### src/rtl/seq_detector_param_if.sv
// rtl/seq_detector_param_if.sv - serial data, configuration and match-status bundle for seq_detector_param
interface seq_detector_param_if #(
    parameter int MAX_LEN = 8,
    parameter int LEN_W   = 4,
    parameter int CNT_W   = 8
);
    logic               din;
    logic               din_valid;
    logic               cfg_load;
    logic [MAX_LEN-1:0] cfg_pattern;
    logic [LEN_W-1:0]   cfg_len;
    logic               cfg_overlap;
    logic               cnt_clear;
    logic               match;
    logic [CNT_W-1:0]   match_count;
    logic               cnt_sat;
    logic               cfg_err;

    modport master (
        output din, din_valid, cfg_load, cfg_pattern, cfg_len, cfg_overlap, cnt_clear,
        input  match, match_count, cnt_sat, cfg_err
    );

    modport slave (
        input  din, din_valid, cfg_load, cfg_pattern, cfg_len, cfg_overlap, cnt_clear,
        output match, match_count, cnt_sat, cfg_err
    );
endinterface

### src/rtl/seq_detector_param.sv
// rtl/seq_detector_param.sv - programmable serial pattern detector with overlap mode and saturating match counter
module seq_detector_param #(
    parameter int                 MAX_LEN     = 8,
    parameter int                 LEN_W       = 4,
    parameter int                 CNT_W       = 8,
    parameter logic [MAX_LEN-1:0] RST_PATTERN = 8'b0000_1100,
    parameter int                 RST_LEN     = 4,
    parameter bit                 RST_OVERLAP = 1'b0
) (
    input logic              clk,
    input logic              rst,
    seq_detector_param_if.slave bus
);
    localparam logic [LEN_W-1:0] MAX_LEN_V = LEN_W'(MAX_LEN);
    localparam logic [CNT_W-1:0] CNT_MAX   = '1;

    logic [MAX_LEN-1:0] r_hist;
    logic [LEN_W-1:0]   r_fill;
    logic [MAX_LEN-1:0] r_pattern;
    logic [LEN_W-1:0]   r_len;
    logic               r_overlap;
    logic               r_match;
    logic [CNT_W-1:0]   r_count;
    logic               r_sat;
    logic               r_err;

    logic [MAX_LEN-1:0] w_hist_n;
    logic [LEN_W-1:0]   w_fill_n;
    logic [MAX_LEN-1:0] w_mask;
    logic               w_hit;
    logic               w_count_hit;
    logic               w_cfg_ok;
    logic [CNT_W-1:0]   w_count_n;

    assign w_hist_n = {r_hist[MAX_LEN-2:0], bus.din};
    assign w_fill_n = (r_fill == MAX_LEN_V) ? r_fill : r_fill + LEN_W'(1);
    // Shifting by the full width yields zero, so len == MAX_LEN gives an all-ones mask.
    assign w_mask   = ~({MAX_LEN{1'b1}} << r_len);
    assign w_hit    = (w_fill_n >= r_len) && ((w_hist_n & w_mask) == (r_pattern & w_mask));
    assign w_count_hit = w_hit && bus.din_valid && !bus.cfg_load;
    assign w_cfg_ok = (bus.cfg_len != '0) && (bus.cfg_len <= MAX_LEN_V);

    always_comb begin
        w_count_n = r_count;
        if (bus.cnt_clear) begin
            w_count_n = {{(CNT_W-1){1'b0}}, w_count_hit};
        end else if (w_count_hit && (r_count != CNT_MAX)) begin
            w_count_n = r_count + CNT_W'(1);
        end
    end

    always_ff @(posedge clk or posedge rst) begin
        if (rst) begin
            r_hist    <= '0;
            r_fill    <= '0;
            r_pattern <= RST_PATTERN;
            r_len     <= LEN_W'(RST_LEN);
            r_overlap <= RST_OVERLAP;
            r_match   <= 1'b0;
            r_count   <= '0;
            r_sat     <= 1'b0;
            r_err     <= 1'b0;
        end else begin
            r_match <= 1'b0;
            if (bus.cfg_load) begin
                r_fill <= '0;
                if (w_cfg_ok) begin
                    r_pattern <= bus.cfg_pattern;
                    r_len     <= bus.cfg_len;
                    r_overlap <= bus.cfg_overlap;
                    r_err     <= 1'b0;
                end else begin
                    r_err <= 1'b1;
                end
            end else if (bus.din_valid) begin
                r_hist  <= w_hist_n;
                r_match <= w_hit;
                // Non-overlapping: retained bits must not seed the next match.
                r_fill  <= (w_hit && !r_overlap) ? '0 : w_fill_n;
            end
            r_count <= w_count_n;
            r_sat   <= (w_count_n == CNT_MAX);
        end
    end

    assign bus.match       = r_match;
    assign bus.match_count = r_count;
    assign bus.cnt_sat     = r_sat;
    assign bus.cfg_err     = r_err;
endmodule

### src/flat_wrapper.sv
// flat-port wrapper written by rule: the top's interface ports become plain ports
module seq_detector_param_flat 
#(
    parameter int                 MAX_LEN     = 8,
    parameter int                 LEN_W       = 4,
    parameter int                 CNT_W       = 8,
    parameter logic [MAX_LEN-1:0] RST_PATTERN = 8'b0000_1100,
    parameter int                 RST_LEN     = 4,
    parameter bit                 RST_OVERLAP = 1'b0
)
  (clk, rst, bus_din, bus_din_valid, bus_cfg_load, bus_cfg_pattern, bus_cfg_len, bus_cfg_overlap, bus_cnt_clear, bus_match, bus_match_count, bus_cnt_sat, bus_cfg_err);
  seq_detector_param_if #(.MAX_LEN(MAX_LEN), .LEN_W(LEN_W), .CNT_W(CNT_W)) bus_i ();
  input logic clk;
  input logic rst;
  input wire logic [$bits(bus_i.din)-1:0] bus_din;
  input wire logic [$bits(bus_i.din_valid)-1:0] bus_din_valid;
  input wire logic [$bits(bus_i.cfg_load)-1:0] bus_cfg_load;
  input wire logic [$bits(bus_i.cfg_pattern)-1:0] bus_cfg_pattern;
  input wire logic [$bits(bus_i.cfg_len)-1:0] bus_cfg_len;
  input wire logic [$bits(bus_i.cfg_overlap)-1:0] bus_cfg_overlap;
  input wire logic [$bits(bus_i.cnt_clear)-1:0] bus_cnt_clear;
  output wire logic [$bits(bus_i.match)-1:0] bus_match;
  output wire logic [$bits(bus_i.match_count)-1:0] bus_match_count;
  output wire logic [$bits(bus_i.cnt_sat)-1:0] bus_cnt_sat;
  output wire logic [$bits(bus_i.cfg_err)-1:0] bus_cfg_err;
  assign bus_i.din = bus_din;
  assign bus_i.din_valid = bus_din_valid;
  assign bus_i.cfg_load = bus_cfg_load;
  assign bus_i.cfg_pattern = bus_cfg_pattern;
  assign bus_i.cfg_len = bus_cfg_len;
  assign bus_i.cfg_overlap = bus_cfg_overlap;
  assign bus_i.cnt_clear = bus_cnt_clear;
  assign bus_match = bus_i.match;
  assign bus_match_count = bus_i.match_count;
  assign bus_cnt_sat = bus_i.cnt_sat;
  assign bus_cfg_err = bus_i.cfg_err;
  seq_detector_param #(.MAX_LEN(MAX_LEN), .LEN_W(LEN_W), .CNT_W(CNT_W), .RST_PATTERN(RST_PATTERN), .RST_LEN(RST_LEN), .RST_OVERLAP(RST_OVERLAP)) u_core (.clk(clk), .rst(rst), .bus(bus_i));
endmodule
### config.mk
export PLATFORM = sky130hd
export DESIGN_NAME = seq_detector_param_flat
export DESIGN_NICKNAME = d
export VERILOG_FILES = /design/src/rtl/seq_detector_param_if.sv /design/src/rtl/seq_detector_param.sv /design/src/flat_wrapper.sv
export SDC_FILE = /design/constraint.sdc
export NUM_CORES = 1
export LEC_CHECK = 0
export ABC_AREA = 1
export BUFFER_PORTS_ARGS = -buffer_cell sky130_fd_sc_hd__buf_4
export CORE_MARGIN = 4
export CORE_UTILIZATION = 45
export CTS_BUF_LIST = sky130_fd_sc_hd__clkbuf_8
export CTS_CLUSTER_DIAMETER = 120
export CTS_CLUSTER_SIZE = 40
export DETAILED_ROUTE_END_ITERATION = 10
export PLACE_DENSITY = 0.68
export SYNTH_ARGS = -nofsm -noshare
export SYNTH_HDL_FRONTEND = slang
export SYNTH_SLANG_ARGS = --single-unit
### constraint.sdc
create_clock -name clk -period 2.1 [get_ports clk]
set_input_delay 0.315 -clock clk [delete_from_list [all_inputs] [get_ports clk]]
set_output_delay 0.315 -clock clk [all_outputs]
set_load 0.005 [all_outputs]
==> results.tsv, run 1 <==
stage	metric	value	unit
critical_path	CP Max Fanout	3	
routing	DRC	0	
clock_network	TritonCTS Sinks	35	
timing	Final Skew	0.00527	ns
timing	Slew @ Worst Pin	0.541	ns
clock_network	CTS tree	yes	
clock_network	Clock Latency Late Sink	0.29	ns
power	Lkg Pwr	1.47	nW
floorplan	Starting Density	0.466	
timing	Final Max Tran Viols	0	
logic_synthesis	synthesized flop and latch total	35	
clock_network	CTS Buf Count	5	
critical_path	Critical Path Start Type	register	
critical_path	CP peak stage delay	0.42	ns
clock_network	CTS root buffer	clkbuf_8	
critical_path	critical path, cell by cell	ha_1 -> xnor2_2 -> nor2_2 -> ha_1 -> nand2_2 -> inv_2 -> nand3_2 -> nand3_4 -> nand3_4 -> nor2_4 -> nand3_2 -> nand2_2 -> nand2_2 -> nor2_2 -> nand2_1 -> nor2_1	
timing	minimum clock period	2.32	ns
placement	I/O Buffers	29	
routing	DR vias	1836	
timing	Worst slew margin	0.639	
global_routing	vias in the first global route	1685	
global_routing	largest net degree at the start of global routing	36	
power	total power	2.04	mW
critical_path	Arrival @ worst endpoint	2.55	ns
routing	Routed WL	4.70	mm
hold_path	Hold Path Class	in2async	
power	Cell Pwr Density	735	nW/um2
clock_network	hold_buf cts	0	
routing	post-route antenna net violation count	0	
routing	Starting DRT DRC Count	72	
critical_path	Setup CP Type	reg2reg	
finish	Layout Area Growth over Synthesis	35.6	%
global_routing	gr usage total	0.172	
logic_synthesis	syn nets	295	
floorplan	Die ar.	5690	um2
global_routing	initial antenna violation count	0	
logic_synthesis	post-synthesis sequential area ratio	0.430	
timing	final setup vio count	12	
power	maximum VDD drop	0.000469	V
logic_synthesis	Post-synth EDFFs	0	
finish	fillcell total	421	
critical_path	Slowest-stage cell, CP	dfrtp_1	
logic_synthesis	share of the synthesized area in the top cell type	0.392	
global_routing	GRT Residual Overflow	0	
routing	number of vias per cell	4.91	
run_status	violations in the final reports	setup timing	
finish	fin area	2770	um2
logic_synthesis	Synth Flop Type	dfrtp_1	
critical_path	WP data required	2.33	ns
floorplan	Die W	75.4	um
logic_synthesis	Netlist Area Pre-Place	2040	um2
routing	per-cell routed wire length	12.6	um
logic_synthesis	Avg Synthesized Cell Area	7.60	um2
flow_run	max-cap violations	0	
logic_synthesis	most frequent cells after synthesis	91 x nand2_1, 44 x inv_1, 32 x dfrtp_1, 24 x nor2_1, 20 x o21ai_0	
clock_network	CTS max path bufs	2	
floorplan	core area	4380	um2
placement	HPWL after DPL	3.22	mm
run_status	outcome	finished with violations	
critical_path	CP endpoint kind	register	
critical_path	Crit path top cell by count	nand2_2	
finish	# diodes	0	
logic_synthesis	Syn. warnings	0	
placement	Placed Area	2410	um2
global_routing	global-route wire length before repair	7.46	mm
clock_network	Worst-path clk slew	0.08	ns
routing	drt pass-1 iters	4	
timing	Final WS setup	-0.220	ns
floorplan	Ports	30	
clock_network	H-tree depth	2	
timing	Hold Violations, Final	0	
finish	final net count	347	
logic_synthesis	largest cells by area after synthesis	dfrtp_1 39%, nand2_1 17%, inv_1 8.1%, o21ai_0 4.9%, nor2_1 4.4%	
floorplan	Core Rows	24	
timing	Tcrit/Tclk final	1.10	
floorplan	die height	75.4	um
timing	FMAX	431	MHz
placement	gpl congestion	0.795	
logic_synthesis	count leader, synth	nand2_1	
logic_synthesis	share of flip-flops with an asynchronous set or reset	1.00	
logic_synthesis	Distinct cells, synth	25	
logic_synthesis	largest area contributor in the netlist	dfrtp_1	
timing	RSZ-0062 raised after global routing	yes	
finish	layout cells sized above 1	0.357	
logic_synthesis	Post-Synthesis Cells	269	
==> worst paths after layout <==
path / to / from / depth (start not counted) / slack, ns
setup / recovery: u_core.bus.cnt_sat / u_core.r_fill[0] / 16 / -0.22
hold / removal: u_core.bus.match_count[1] / rst / 3 / 0.12
setup reg to reg: u_core.bus.cnt_sat / u_core.r_fill[0] / 16 / -0.22
hold reg to reg: u_core.r_pattern[2] / u_core.r_pattern[2] / 2 / 0.51
max in group asynchronous: u_core.r_len[2] / rst / 3 / 1.62
min in group clk: u_core.r_overlap / bus_cfg_overlap / 3 / 0.22
==> sequential cells by signal (all words and copies together) (netlist names) <==
| signal | cells |
|---|---|
| u_core.r_hist | 7 |
| u_core.r_fill | 4 |
| u_core.bus.cnt_sat | 1 |
| u_core.r_overlap | 1 |
| u_core.bus.match | 1 |
| u_core.r_pattern | 8 |
| u_core.r_len | 4 |
| u_core.bus.match_count | 8 |
| u_core.bus.cfg_err | 1 |
==> layout by cell type (no fill, tap or decap), drive strengths merged <==
cell type / count
dfrtp: 32
bufinv: 2
o21ai: 20
xor2: 7
ha: 7
a32o: 2
nor4: 1
nor2: 31
nand4: 1
nand3: 15
clkinvlp: 1
xnor2: 1
inv: 46
dfstp: 3
nor3: 1
o32ai: 1
a21oi: 1
o21bai: 1
buf: 48
clkbuf: 5
nand2: 96
==> routing by layer <==
layer	vias up	share of wire	GRT usage
li1	924	-	-
met1	862	0.45	0.231
met2	43	0.50	0.284
met3	7	0.038	0.0317
met4	0	0.014	0.0524
met5	-	0	0
==> through the flow <==
stage	setup TNS [ns]	util	instances	hold slack [ns]	setup WS [ns]
floorplan	0	-	269	0.425	0.0219
global placement	-0.257	0.549	358	0.451	-0.119
detailed placement	-0.815	0.549	358	0.450	-0.203
CTS	-0.742	0.603	371	0.133	-0.189
global route	-3.08	0.632	374	0.162	-0.403
finish	-1.49	0.632	374	0.124	-0.220
==> critical path, delay by kind of cell, from the launching register on <==
family / cells / cell delay [ns]
adders and majority gates: 2 / 0.53
and+or+nand+nor: 12 / 1.06
DFF: 1 / 0.42
xor gates and xnor gates: 1 / 0.18
buffers and inverters: 1 / 0.07
==> final cells by class <==
type | count | area, um2 | area share
Sequential cell | 35 | 880 | 0.317
Clock inverter | 3 | 67.6 | 0.0244
Tap cell | 52 | 65.1 | 0.0235
Clock buffer | 5 | 68.8 | 0.0248
Timing Repair Buffer | 48 | 375 | 0.135
Inverter | 46 | 173 | 0.0623
Multi-Input combinational cell | 185 | 1140 | 0.412
==> power breakdown <==
group / leakage [nW] / switching (mW) / total [mW] / internal, mW
Sequential: 0.448 / 0.0592 / 0.809 / 0.749
Clock: 0.0644 / 0.267 / 0.741 / 0.474
Combinational: 0.955 / 0.287 / 0.487 / 0.200
Total: 1.47 / 0.613 / 2.04 / 1.42
==> logic make-up (layout without fill, tap and decap cells) <==
kind of cell | after synthesis | after routing | synth area share
and+or+nand+nor | 145 | 145 | 0.334
buffers and inverters | 49 | 102 | 0.0900
DFF | 35 | 35 | 0.430
AOI/OAI and AO/OA | 25 | 25 | 0.0692
xor gates and xnor gates | 8 | 8 | 0.0343
adders and majority gates | 7 | 7 | 0.0428
==> timing repair <==
action	4_1_cts	5_1_grt
pin swaps	14	11
resized for setup	16	33
setup buffers	5	3
endpoints found under the setup margin	12	13
Note: power is estimated with default switching activity, not from simulation.
==> run 2: changes to the inputs <==
--- a/config.mk
+++ b/config.mk
@@ -5,7 +5,6 @@
 export SDC_FILE = /design/constraint.sdc
 export NUM_CORES = 1
 export LEC_CHECK = 0
-export ABC_AREA = 1
 export BUFFER_PORTS_ARGS = -buffer_cell sky130_fd_sc_hd__buf_4
 export CORE_MARGIN = 4
 export CORE_UTILIZATION = 45
@@ -13,6 +12,7 @@
 export CTS_CLUSTER_DIAMETER = 120
 export CTS_CLUSTER_SIZE = 40
 export DETAILED_ROUTE_END_ITERATION = 10
+export HOLD_SLACK_MARGIN = 0.15
 export PLACE_DENSITY = 0.68
 export SYNTH_ARGS = -nofsm -noshare
 export SYNTH_HDL_FRONTEND = slang
==> results.tsv, run 2 <==
stage	metric	value	unit
logic_synthesis	Netlist Area Pre-Place	1890	um2
floorplan	Die ar.	5290	um2
routing	per-cell routed wire length	14.9	um
critical_path	critical path depth in cells	13	
finish	most frequent cells in the layout	45 x buf_4, 32 x dfrtp_1, 19 x mux2_2	
logic_synthesis	syn nets	203	
logic_synthesis	post-synthesis sequential area ratio	0.466	
logic_synthesis	most frequent cells after synthesis	32 x dfrtp_1, 20 x mux2_2, 13 x nand2_1, 11 x xnor2_1, 10 x nor2_1	
floorplan	Die W	72.7	um
timing	final setup vio count	14	
critical_path	critical path, cell by cell	inv_2 -> ha_4 -> nand2_4 -> nand2_2 -> mux2i_2 -> ha_2 -> o21a_1 -> o22ai_1 -> or4_4 -> nor3_4 -> nand4_1 -> nor2_2 -> mux2_4	
global_routing	largest net degree at the start of global routing	36	
critical_path	worst reg2reg path endpoint	u_core.bus.match_count[7]	
logic_synthesis	largest cells by area after synthesis	dfrtp_1 42%, mux2_2 12%, xnor2_1 5.1%, ha_1 4.6%, dfstp_2 4.2%	
placement	gpl congestion	0.883	
run_status	violations in the final reports	setup timing	
critical_path	r2r worst-path depth	13	
critical_path	CP Max Fanout	4	
placement	HPWL after DPL	3.02	mm
critical_path	Register-to-Register Setup Slack	-0.64	ns
routing	Routed WL	4.18	mm
critical_path	CP peak stage delay	0.44	ns
global_routing	initial antenna violation count	0	
finish	Layout Area Growth over Synthesis	34.6	%
global_routing	gr usage total	0.172	
logic_synthesis	Avg Synthesized Cell Area	10.7	um2
logic_synthesis	Post-synth EDFFs	0	
finish	layout cells sized above 1	0.470	
hold_path	Hold Path Class	in2reg	
logic_synthesis	Distinct cells, synth	38	
placement	I/O Buffers	29	
routing	drt pass-1 iters	4	
routing	DR vias	1489	
critical_path	Critical Path Start Type	register	
logic_synthesis	Synth Flop Type	dfrtp_1	
critical_path	Setup CP Type	reg2reg	
floorplan	core area	4030	um2
clock_network	CTS tree	yes	
clock_network	CTS Buf Count	5	
power	Cell Pwr Density	731	nW/um2
timing	Slew @ Worst Pin	0.564	ns
critical_path	Top Family by Delay on Critical Path	simple AND/OR/NAND/NOR gates	
critical_path	WP data required	2.27	ns
floorplan	Ports	30	
finish	fin area	2540	um2
logic_synthesis	count leader, synth	dfrtp_1	
timing	minimum clock period	2.74	ns
timing	WHS	0.260	ns
finish	fillcell total	351	
global_routing	vias in the first global route	1596	
logic_synthesis	synthesized flop and latch total	35	
routing	Starting DRT DRC Count	57	
critical_path	Slowest-stage cell, CP	or4_4	
power	maximum VDD drop	0.000584	V
floorplan	Core Rows	23	
floorplan	die height	72.7	um
flow_run	max-cap violations	0	
finish	# diodes	0	
timing	Tcrit/Tclk final	1.31	
run_status	outcome	finished with violations	
timing	RSZ-0062 raised after global routing	yes	
routing	number of vias per cell	5.32	
logic_synthesis	share of the synthesized area in the top cell type	0.425	
clock_network	CTS root buffer	clkbuf_8	
floorplan	Starting Density	0.468	
placement	Placed Area	2270	um2
clock_network	Worst-path clk slew	0.07	ns
timing	Final WS setup	-0.643	ns
timing	Final Max Tran Viols	0	
global_routing	GRT Residual Overflow	0	
finish	most common cell after layout, fill and taps aside	buf_4	
logic_synthesis	Syn. warnings	0	
finish	final net count	255	
clock_network	Clock Latency Late Sink	0.28	ns
clock_network	CTS max path bufs	2	
logic_synthesis	share of flip-flops with an asynchronous set or reset	1.00	
hold_path	min-delay src	bus_cfg_pattern[3]	
critical_path	r2r startpoint	u_core.r_fill[0]	
global_routing	global-route wire length before repair	7.07	mm
clock_network	H-tree depth	2	
power	Lkg Pwr	1.14	nW
routing	DRC	0	
timing	setup tns final	-6.71	ns
hold_path	Worst Hold Depth	2	
timing	Worst slew margin	0.623	
logic_synthesis	Post-Synthesis Cells	177	
timing	Final Skew	0.00621	ns
timing	FMAX	365	MHz
critical_path	CP endpoint kind	register	
timing	Hold Violations, Final	0	
clock_network	TritonCTS Sinks	35	
hold_path	Worst Hold End	u_core.r_pattern[3]	
critical_path	Arrival @ worst endpoint	2.91	ns
critical_path	CP bufs+invs	1	
logic_synthesis	largest area contributor in the netlist	dfrtp_1	
routing	post-route antenna net violation count	0	
## run 2: cell types whose count changed in the layout (fill, tap and decap cells not counted), sizes merged, moves of 10 or more
cell   change
mux2      +20
inv       -36
nand2     -83
nor2      -21
o21ai     -16
xnor2     +10
## run 2: logic make-up after synthesis
logic type / Yosys count / synth area share
DFF: 35 / 0.466
muxes: 21 / 0.125
AOI/OAI and AO/OA: 28 / 0.0962
buffers and inverters: 15 / 0.0319
and+or+nand+nor: 56 / 0.165
adders and majority gates: 7 / 0.0464
xor gates and xnor gates: 15 / 0.0697
## run 2: stage by stage
stage	setup slack, ns	util	std cells	power [mW]
finish	-0.643	0.630	280	1.85
global route	-0.796	0.630	280	1.97
CTS	-0.630	0.621	278	1.86
detailed placement	-0.738	0.564	264	1.36
global placement	-0.600	0.564	264	1.33
floorplan	-0.591	-	177	1.19
## run 2: area by class of cell
| type | instances | area, um2 | area share |
|---|---|---|---|
| Clock inverter | 3 | 16.3 | 0.00641 |
| Sequential cell | 35 | 880 | 0.347 |
| Timing Repair Buffer | 51 | 404 | 0.159 |
| Multi-Input combinational cell | 127 | 1070 | 0.423 |
| Inverter | 9 | 33.8 | 0.0133 |
| Clock buffer | 5 | 68.8 | 0.0271 |
| Tap cell | 50 | 62.6 | 0.0247 |
## run 2: what timing repair did
| action | in CTS | in global routing |
|---|---|---|
| cloned | 0 | 0 |
| pin swaps | 15 | 3 |
| hold buffers | 1 | 0 |
| resized for setup | 26 | 5 |
| setup endpoints to repair | 14 | 14 |
| hold endpoints to repair | 31 | 0 |
| buffers inserted | 5 | 2 |
## run 2: worst register-to-register path, stage by stage (launching register included)
cell and delay (ns):
dfrtp_1 0.40, inv_2 0.07, ha_4 0.16, nand2_4 0.07
nand2_2 0.06, mux2i_2 0.20, ha_2 0.23, o21a_1 0.10
o22ai_1 0.06, or4_4 0.44, nor3_4 0.22, nand4_1 0.18
nor2_2 0.14, mux2_4 0.30
## run 2: where the power goes
group / switching [mW] / total [mW] / internal, mW
clock: 0.236 / 0.463 / 0.227
combinational: 0.211 / 0.520 / 0.309
sequential: 0.0860 / 0.871 / 0.785
total: 0.534 / 1.85 / 1.32
## run 2: worst max path at each step
stage / to / start
after CTS: u_core.bus.match_count[7] / u_core.r_fill[1]
after global routing: u_core.bus.cnt_sat / u_core.r_fill[1]
after floorplan: u_core.bus.match_count[7] / u_core.r_fill[0]
final: u_core.bus.match_count[7] / u_core.r_fill[0]
after detailed placement: u_core.bus.cnt_sat / u_core.r_fill[1]
after global placement: u_core.bus.match_count[7] / u_core.r_fill[1]
## run 2: metal layers
| layer | wire (um) | up-vias | global-route usage |
|---|---|---|---|
| met4 | 65 | 0 | 0.0451 |
| li1 | - | 729 | - |
| met2 | 2180 | 37 | 0.306 |
| met3 | 149 | 10 | 0.0537 |
| met1 | 1790 | 713 | 0.200 |
| met5 | 0 | - | 0 |
